File: src/rtl/xe1ap_host_rx_pkg.sv
// rtl/xe1ap_host_rx_pkg.sv - shared types, nybble map and frame decode for the XE-1AP host receiver
package xe1ap_pkg;

    localparam int NYBBLES = 12;

    localparam int IDX_BTN0 = 0;
    localparam int IDX_BTN1 = 1;
    localparam int IDX_Y_HI = 2;
    localparam int IDX_X_HI = 3;
    localparam int IDX_T_HI = 4;
    localparam int IDX_AUX0 = 5;
    localparam int IDX_Y_LO = 6;
    localparam int IDX_X_LO = 7;
    localparam int IDX_T_LO = 8;
    localparam int IDX_AUX1 = 9;
    localparam int IDX_BTN2 = 10;
    localparam int IDX_AUX2 = 11;

    typedef enum logic [2:0] {
        IDLE,
        REQ_LOW,
        WAIT_EDGE,
        SAMPLE,
        DONE,
        ERR
    } state_t;

    typedef struct packed {
        logic [11:0] buttons;
        logic [7:0]  ch0;
        logic [7:0]  ch1;
        logic [7:0]  ch2;
    } frame_t;

    function automatic logic [3:0] frame_nyb(input logic [47:0] raw, input int k);
        return raw[4*k +: 4];
    endfunction

    // Pad sends buttons active-low; analog channels arrive as high nybble then low nybble.
    function automatic frame_t decode_frame(input logic [47:0] raw);
        frame_t f;
        f.buttons = {~frame_nyb(raw, IDX_BTN0), ~frame_nyb(raw, IDX_BTN1), ~frame_nyb(raw, IDX_BTN2)};
        f.ch0     = {frame_nyb(raw, IDX_Y_HI), frame_nyb(raw, IDX_Y_LO)};
        f.ch1     = {frame_nyb(raw, IDX_X_HI), frame_nyb(raw, IDX_X_LO)};
        f.ch2     = {frame_nyb(raw, IDX_T_HI), frame_nyb(raw, IDX_T_LO)};
        return f;
    endfunction

endpackage

File: src/rtl/xe1ap_host_rx_if.sv
// rtl/xe1ap_host_rx_if.sv - pad-side lines between XE-1AP host receiver and pad
interface xe1ap_host_rx_if;
    logic       req;
    logic       trg1;
    logic       trg2;
    logic [3:0] data;

    modport master (output req, input trg1, input trg2, input data);
    modport slave  (input req, output trg1, output trg2, output data);
endinterface

File: src/rtl/xe1ap_host_rx_usec_tick.sv
// rtl/xe1ap_host_rx_usec_tick.sv - restartable microsecond tick divider
module xe1ap_usec_tick #(
    parameter int CLKPERUSEC = 50
) (
    input  logic clk_sys,
    input  logic reset_n,
    input  logic restart,
    output logic tick
);
    localparam int CW = (CLKPERUSEC > 1) ? $clog2(CLKPERUSEC) : 1;
    localparam logic [CW-1:0] LAST = CW'(CLKPERUSEC - 1);

    logic [CW-1:0] cnt;

    // Free-running divider, zeroed whenever the controller changes state.
    always_ff @(posedge clk_sys or negedge reset_n) begin
        if (!reset_n) begin
            cnt <= '0;
        end else if (restart || cnt == LAST) begin
            cnt <= '0;
        end else begin
            cnt <= cnt + 1'b1;
        end
    end

    assign tick = (cnt == LAST);
endmodule

File: src/rtl/xe1ap_host_rx.sv
// rtl/xe1ap_host_rx.sv - XE-1AP host receiver top; optional trg1 phase check via XE1AP_RX_TRG1_CHECK_EN
module xe1ap_host_rx
    import xe1ap_pkg::*;
#(
    parameter int CLKPERUSEC      = 50,
    parameter int REQ_LOW_US      = 4,
    parameter int TIMEOUT_US      = 200,
    parameter int SAMPLE_DLY_CLKS = 2
) (
    input  logic                  clk_sys,
    input  logic                  reset_n,
    input  logic                  poll,
    xe1ap_host_rx_if.master       pad,
    output logic                  busy,
    output logic                  frame_valid,
    output logic                  frame_err,
    output logic [47:0]           frame_raw,
    output logic [11:0]           buttons,
    output logic [7:0]            ch0,
    output logic [7:0]            ch1,
    output logic [7:0]            ch2
);
    localparam int US_MAX = (TIMEOUT_US > REQ_LOW_US) ? TIMEOUT_US : REQ_LOW_US;
    localparam int TW     = $clog2(US_MAX + 1);
    localparam int DW     = $clog2(SAMPLE_DLY_CLKS + 2);

    state_t        state, state_nxt;
    logic          trg2_s1, trg2_s2, trg2_prev;
    logic [3:0]    data_s1, data_s2;
    logic [TW-1:0] us_cnt;
    logic [DW-1:0] dly_cnt;
    logic [3:0]    idx;
    logic [47:0]   shadow;
    logic          tick, fall, phase_ok;

    xe1ap_usec_tick #(.CLKPERUSEC(CLKPERUSEC)) u_tick (
        .clk_sys (clk_sys),
        .reset_n (reset_n),
        .restart (state_nxt != state),
        .tick    (tick)
    );

    // Two-flop synchronizers on the pad lines, plus trg2 history for fall detection.
    always_ff @(posedge clk_sys or negedge reset_n) begin
        if (!reset_n) begin
            trg2_s1   <= 1'b1;
            trg2_s2   <= 1'b1;
            trg2_prev <= 1'b1;
            data_s1   <= 4'hF;
            data_s2   <= 4'hF;
        end else begin
            trg2_s1   <= pad.trg2;
            trg2_s2   <= trg2_s1;
            trg2_prev <= trg2_s2;
            data_s1   <= pad.data;
            data_s2   <= data_s1;
        end
    end

    assign fall = trg2_prev & ~trg2_s2;

`ifdef XE1AP_RX_TRG1_CHECK_EN
    logic trg1_s1, trg1_s2;

    // trg1 must toggle in step with the nybble index: low on even, high on odd.
    always_ff @(posedge clk_sys or negedge reset_n) begin
        if (!reset_n) begin
            trg1_s1 <= 1'b1;
            trg1_s2 <= 1'b1;
        end else begin
            trg1_s1 <= pad.trg1;
            trg1_s2 <= trg1_s1;
        end
    end

    assign phase_ok = (trg1_s2 == idx[0]);
`else
    assign phase_ok = 1'b1;
`endif

    // State register.
    always_ff @(posedge clk_sys or negedge reset_n) begin
        if (!reset_n) begin
            state <= IDLE;
        end else begin
            state <= state_nxt;
        end
    end

    // Next-state logic; an edge in WAIT_EDGE takes priority over the timeout.
    always_comb begin
        state_nxt = state;
        case (state)
            IDLE:      if (poll) state_nxt = REQ_LOW;
            REQ_LOW:   if (tick && us_cnt == TW'(REQ_LOW_US - 1)) state_nxt = WAIT_EDGE;
            WAIT_EDGE: begin
                if (fall) begin
                    state_nxt = SAMPLE;
                end else if (tick && us_cnt == TW'(TIMEOUT_US - 1)) begin
                    state_nxt = ERR;
                end
            end
            SAMPLE: begin
                if (dly_cnt == '0) begin
                    if (!phase_ok) begin
                        state_nxt = ERR;
                    end else if (idx == 4'(NYBBLES - 1)) begin
                        state_nxt = DONE;
                    end else begin
                        state_nxt = WAIT_EDGE;
                    end
                end
            end
            DONE:      state_nxt = IDLE;
            ERR:       state_nxt = IDLE;
            default:   state_nxt = IDLE;
        endcase
    end

    // Datapath: request line, counters, nybble capture and published frame.
    always_ff @(posedge clk_sys or negedge reset_n) begin
        if (!reset_n) begin
            busy        <= 1'b0;
            frame_valid <= 1'b0;
            frame_err   <= 1'b0;
            frame_raw   <= '1;
            buttons     <= '0;
            ch0         <= '0;
            ch1         <= '0;
            ch2         <= '0;
            shadow      <= '1;
            idx         <= '0;
            us_cnt      <= '0;
            dly_cnt     <= '0;
            pad.req     <= 1'b1;
        end else begin
            frame_valid <= 1'b0;
            frame_err   <= 1'b0;

            if (state_nxt != state) begin
                us_cnt <= '0;
            end else if (tick && (state == REQ_LOW || state == WAIT_EDGE)) begin
                us_cnt <= us_cnt + 1'b1;
            end

            case (state)
                IDLE: begin
                    if (poll) begin
                        pad.req <= 1'b0;
                        busy    <= 1'b1;
                        idx     <= '0;
                    end
                end
                REQ_LOW: begin
                    if (state_nxt == WAIT_EDGE) pad.req <= 1'b1;
                end
                WAIT_EDGE: begin
                    if (state_nxt == SAMPLE) dly_cnt <= DW'(SAMPLE_DLY_CLKS);
                end
                SAMPLE: begin
                    if (dly_cnt != '0) begin
                        dly_cnt <= dly_cnt - 1'b1;
                    end else if (phase_ok) begin
                        shadow[{idx, 2'b00} +: 4] <= data_s2;
                        if (idx != 4'(NYBBLES - 1)) idx <= idx + 1'b1;
                    end
                end
                DONE: begin
                    frame_raw                 <= shadow;
                    {buttons, ch0, ch1, ch2}  <= decode_frame(shadow);
                    frame_valid               <= 1'b1;
                    busy                      <= 1'b0;
                end
                ERR: begin
                    frame_err <= 1'b1;
                    pad.req   <= 1'b1;
                    busy      <= 1'b0;
                end
                default: ;
            endcase
        end
    end
endmodule

File: src/flat_wrapper.sv
// flat-port wrapper written by rule: the top's interface ports become plain ports
module xe1ap_host_rx_flat import xe1ap_pkg::*;
#(
    parameter int CLKPERUSEC      = 50,
    parameter int REQ_LOW_US      = 4,
    parameter int TIMEOUT_US      = 200,
    parameter int SAMPLE_DLY_CLKS = 2
)
  (clk_sys, reset_n, poll, busy, frame_valid, frame_err, frame_raw, buttons, ch0, ch1, ch2, pad_req, pad_trg1, pad_trg2, pad_data);
  xe1ap_host_rx_if pad_i ();
  input  logic clk_sys;
  input  logic reset_n;
  input  logic poll;
  output logic busy;
  output logic frame_valid;
  output logic frame_err;
  output logic [47:0] frame_raw;
  output logic [11:0] buttons;
  output logic [7:0] ch0;
  output logic [7:0] ch1;
  output logic [7:0] ch2;
  output wire logic [$bits(pad_i.req)-1:0] pad_req;
  input wire logic [$bits(pad_i.trg1)-1:0] pad_trg1;
  input wire logic [$bits(pad_i.trg2)-1:0] pad_trg2;
  input wire logic [$bits(pad_i.data)-1:0] pad_data;
  assign pad_req = pad_i.req;
  assign pad_i.trg1 = pad_trg1;
  assign pad_i.trg2 = pad_trg2;
  assign pad_i.data = pad_data;
  xe1ap_host_rx #(.CLKPERUSEC(CLKPERUSEC), .REQ_LOW_US(REQ_LOW_US), .TIMEOUT_US(TIMEOUT_US), .SAMPLE_DLY_CLKS(SAMPLE_DLY_CLKS)) u_core (.clk_sys(clk_sys), .reset_n(reset_n), .poll(poll), .pad(pad_i), .busy(busy), .frame_valid(frame_valid), .frame_err(frame_err), .frame_raw(frame_raw), .buttons(buttons), .ch0(ch0), .ch1(ch1), .ch2(ch2));
endmodule
File: config.mk
export PLATFORM = sky130hd
export DESIGN_NAME = xe1ap_host_rx_flat
export DESIGN_NICKNAME = d
export VERILOG_FILES = /design/src/rtl/xe1ap_host_rx_pkg.sv /design/src/rtl/xe1ap_host_rx_if.sv /design/src/rtl/xe1ap_host_rx_usec_tick.sv /design/src/rtl/xe1ap_host_rx.sv /design/src/flat_wrapper.sv
export SDC_FILE = /design/constraint.sdc
export NUM_CORES = 1
export LEC_CHECK = 0
export BUFFER_PORTS_ARGS = -buffer_cell sky130_fd_sc_hd__buf_2
export CELL_PAD_IN_SITES_DETAIL_PLACEMENT = 2
export CELL_PAD_IN_SITES_GLOBAL_PLACEMENT = 2
export CORE_AREA = 2 2 137 139
export CTS_CLUSTER_DIAMETER = 50
export DETAILED_ROUTE_END_ITERATION = 12
export DIE_AREA = 0 0 139 141
export PLACE_DENSITY = 0.84
export RECOVER_POWER = 25
export SLEW_MARGIN = 25
export SYNTH_ARGS = -nofsm -noshare
export SYNTH_HDL_FRONTEND = slang
export SYNTH_SLANG_ARGS = --single-unit
File: constraint.sdc
create_clock -name clk_sys -period 6.2 [get_ports clk_sys]
set_input_delay 1.24 -clock clk_sys [delete_from_list [all_inputs] [get_ports clk_sys]]
set_output_delay 1.24 -clock clk_sys [all_outputs]
set_load 0.05 [all_outputs]
==> impl_metrics.tcl <==
set metrics [dict create \
    finalWeightedCongestion 0.7843 \
    drv_cap 1 \
    grt_antenna_before_repair 0 \
    clockRootBuffer "clkbuf_16" \
    p_per_area_mw_per_mm2 272.9 \
    tns_ns 0 \
    synthFlopType "dfstp_2" \
    syn_inst 654 \
    postPlaceCellArea_mm2 0.007749 \
    min_path_type "reg -> reg" \
    clock.fmax_mhz 266.7 \
    end_kind "asynchronous set/reset pin" \
    gr-total-overflow 0 \
    layout_setup_ws_ns 2.451 \
    timing.final.max_slew_violations 125 \
    grt_pass1_wl_um 33930 \
    track_usage 0.2253 \
    drc 0 \
    drtAntennaViolNets 0 \
    yosysUniqueCellTypes 49 \
    slowest_delay_ns 2.06 \
    cp_data_arrival_time_ns 4.27 \
    holdWs_ns 0.3579 \
    setup_viol 0 \
    post_cts_buffers 0 \
    clk_pin_slew_ns 0.06 \
    cts_buffer_depth 2 \
    mappedNetlistArea_mm2 0.007079 \
    fill_cells 1924 \
    grt_max_degree 125 \
    hold_buffers 0 \
    vias_per_cell 5.151 \
    worstSetupPathType "in -> async" \
    syn_nets 671 \
    cts_buffers 17 \
    max_slew.worst_pin.slew_ns 3.058 \
    worstPathCellList "clkbuf_2, buf_4" \
    fin_crit_sh 0.6047 \
    htreeDepth 4 \
    violations "max-capacitance violations, max-slew violations" \
    place_ws_ns 2.980 \
    skew_ns 0.01707 \
    wl_um 21150 \
    hold_viol 0 \
    yosysWarningCount 0 \
    async_flop_share 1.000 \
    ys_seq_elements 170 \
    clk_latency_ns 0.45 \
    cts_num_sinks 170 \
    slew-limit-headroom -1.038 \
    crit_required_ns 6.72 \
    cpMaxStageDelayCell "clkbuf_2" \
    drive_gt1_frac 0.3896 \
    cts_tree "done" \
    die-area_mm2 0.01960 \
    fin_cells 986 \
    status "complete, but fails checks" \
    first_global_vias 5785 \
    seq_area_frac_synth 0.6200 \
    rsz0062_at_grt "false" \
    avgSynthCellArea_um2 10.82 \
    ios 97 \
    placedCellCount 953 \
    die_h_um 141 \
    crit_family "buffers and inverters" \
    total_leakage_power_uw 0.004144 \
    min_period_ns 3.749 \
    dp_hpwl_um 12900 \
    post_cts_resized 0 \
    layout.nets 756 \
    first_pass_iters 4 \
    crit_path_max_fanout 124 \
    wire_per_inst_um 21.45 \
    io_buffers 95 \
    drt_iter0_drc 191 \
    ir_worst_vdd_mv 0.2040 \
    synth_edf_count 0 \
    die_w_um 139 \
    final_area_mm2 0.008383 \
    insertedDiodeCount 0 \
    vias 5079 \
    cp.buffers_inverters 2 \
    initial_core_util 0.3875 \
    synthToLayoutAreaGrowth_pct 18.42 \
    core_region_area_mm2 0.01827 \
    start_kind "primary input" \
    num_rows 50 \
]
==> final cells by class <==
| cell class | count | area [um2] | area share |
|---|---|---|---|
| timing repair buffer | 99 | 518.0 | 0.06179 |
| clock buffer | 21 | 480.5 | 0.05731 |
| multi-input combinational | 437 | 2516 | 0.3001 |
| clock inverter | 11 | 133.9 | 0.01597 |
| tap | 234 | 292.8 | 0.03493 |
| inverter | 14 | 52.55 | 0.006269 |
| sequential | 170 | 4389 | 0.5236 |
==> path summary, 6_finish.rpt <==
| kind | from | endpoint | slack (ns) | depth (start not counted) |
|---|---|---|---|---|
| worst max-delay path | reset_n | u_core.u_tick.cnt[1] | 2.45 | 2 |
| worst min-delay path | u_core.trg2_s1 | u_core.trg2_s2 | 0.36 | 0 |
| worst max register to register | u_core.state[0] | u_core.ch0[7] | 3.30 | 8 |
| worst min register to register | u_core.trg2_s1 | u_core.trg2_s2 | 0.36 | 0 |
| max in group clk_sys | u_core.state[0] | u_core.ch0[7] | 3.30 | 8 |
| min in group asynchronous | reset_n | u_core.ch1[7] | 1.74 | 1 |
==> cell families (layout without fill, tap and decap cells) <==
family          after synthesis  in the layout  synth area share
flops                       170            170            0.6200
buf+inv                      47            145           0.02722
mux                          52             52           0.08307
xor+xnor                     17             17           0.02103
simple gates                324            324            0.2010
compound gates               36             36           0.03358
fa+ha+maj                     8              8           0.01414
==> Yosys cell counts, types with 2 or more instances <==
cell,instances,area [um2]
nor4b_1,5,43.79
dfstp_2,108,2838
nor3_1,4,20.02
o31ai_1,2,15.01
a21oi_1,5,25.02
xnor2_1,5,43.79
inv_1,14,52.55
nand3_1,6,30.03
clkbuf_1,20,75.07
o22ai_1,3,18.77
nand4_1,5,31.28
and3_1,6,37.54
and2_1,8,50.05
buf_1,7,26.28
nor2_1,32,120.1
mux2i_1,7,70.07
mux2_2,44,495.5
buf_2,4,20.02
dfrtp_1,62,1551
nor4_1,3,18.77
nor3b_1,7,52.55
xor2_1,12,105.1
nand4b_1,2,17.52
o21ai_0,14,70.07
a31oi_1,2,12.51
nand3b_1,3,22.52
ha_1,8,100.1
nand2_1,229,859.6
or3_1,3,18.77
o211ai_1,2,15.01
nor2b_1,3,18.77
or2_2,2,12.51
==> report_power, final <==
part           switching, uW  internal (uW)
combinational           30.2           6.63
sequential              10.3           1120
clock                    477            643
total                    518           1770
==> layer usage <==
layer,vias to the layer above,share of wire,track usage
li1,2299,-,-
met1,2669,0.41,0.2674
met2,87,0.55,0.4138
met3,24,0.029,0.04484
met4,0,0.012,0.06805
met5,-,0,0
==> state kept, by name (all words and copies together) (netlist names), 4 cells and up <==
signal             cells
u_core.buttons        12
u_core.ch0             8
u_core.ch1             8
u_core.ch2             8
u_core.data_s1         4
u_core.data_s2         4
u_core.frame_raw      48
u_core.idx             4
u_core.shadow         48
u_core.u_tick.cnt      6
u_core.us_cnt          8
==> per-stage QoR <==
| stage | util | total power [uW] |
|---|---|---|
| 2_1_floorplan | - | 1153 |
| 3_3_place_gp | 0.4242 | 1182 |
| 3_5_place_dp | 0.4242 | 1185 |
| 4_1_cts | 0.4578 | 2310 |
| 5_1_grt | 0.4589 | 2368 |
| 6_report | 0.4589 | 2288 |
==> cells in the final DEF (no fill, tap or decap), types with 12 or more instances in the layout <==
cell       synthesis  layout
dfstp_2          108     108
nand2_1          229     229
dfrtp_1           62      62
o21ai_0           14      14
inv_1             14      14
nor2_1            32      32
mux2_2            44      44
buf_2              4      94
xor2_1            12      12
clkbuf_16          0      17
No activity file was read; power rests on OpenSTA's default activity.
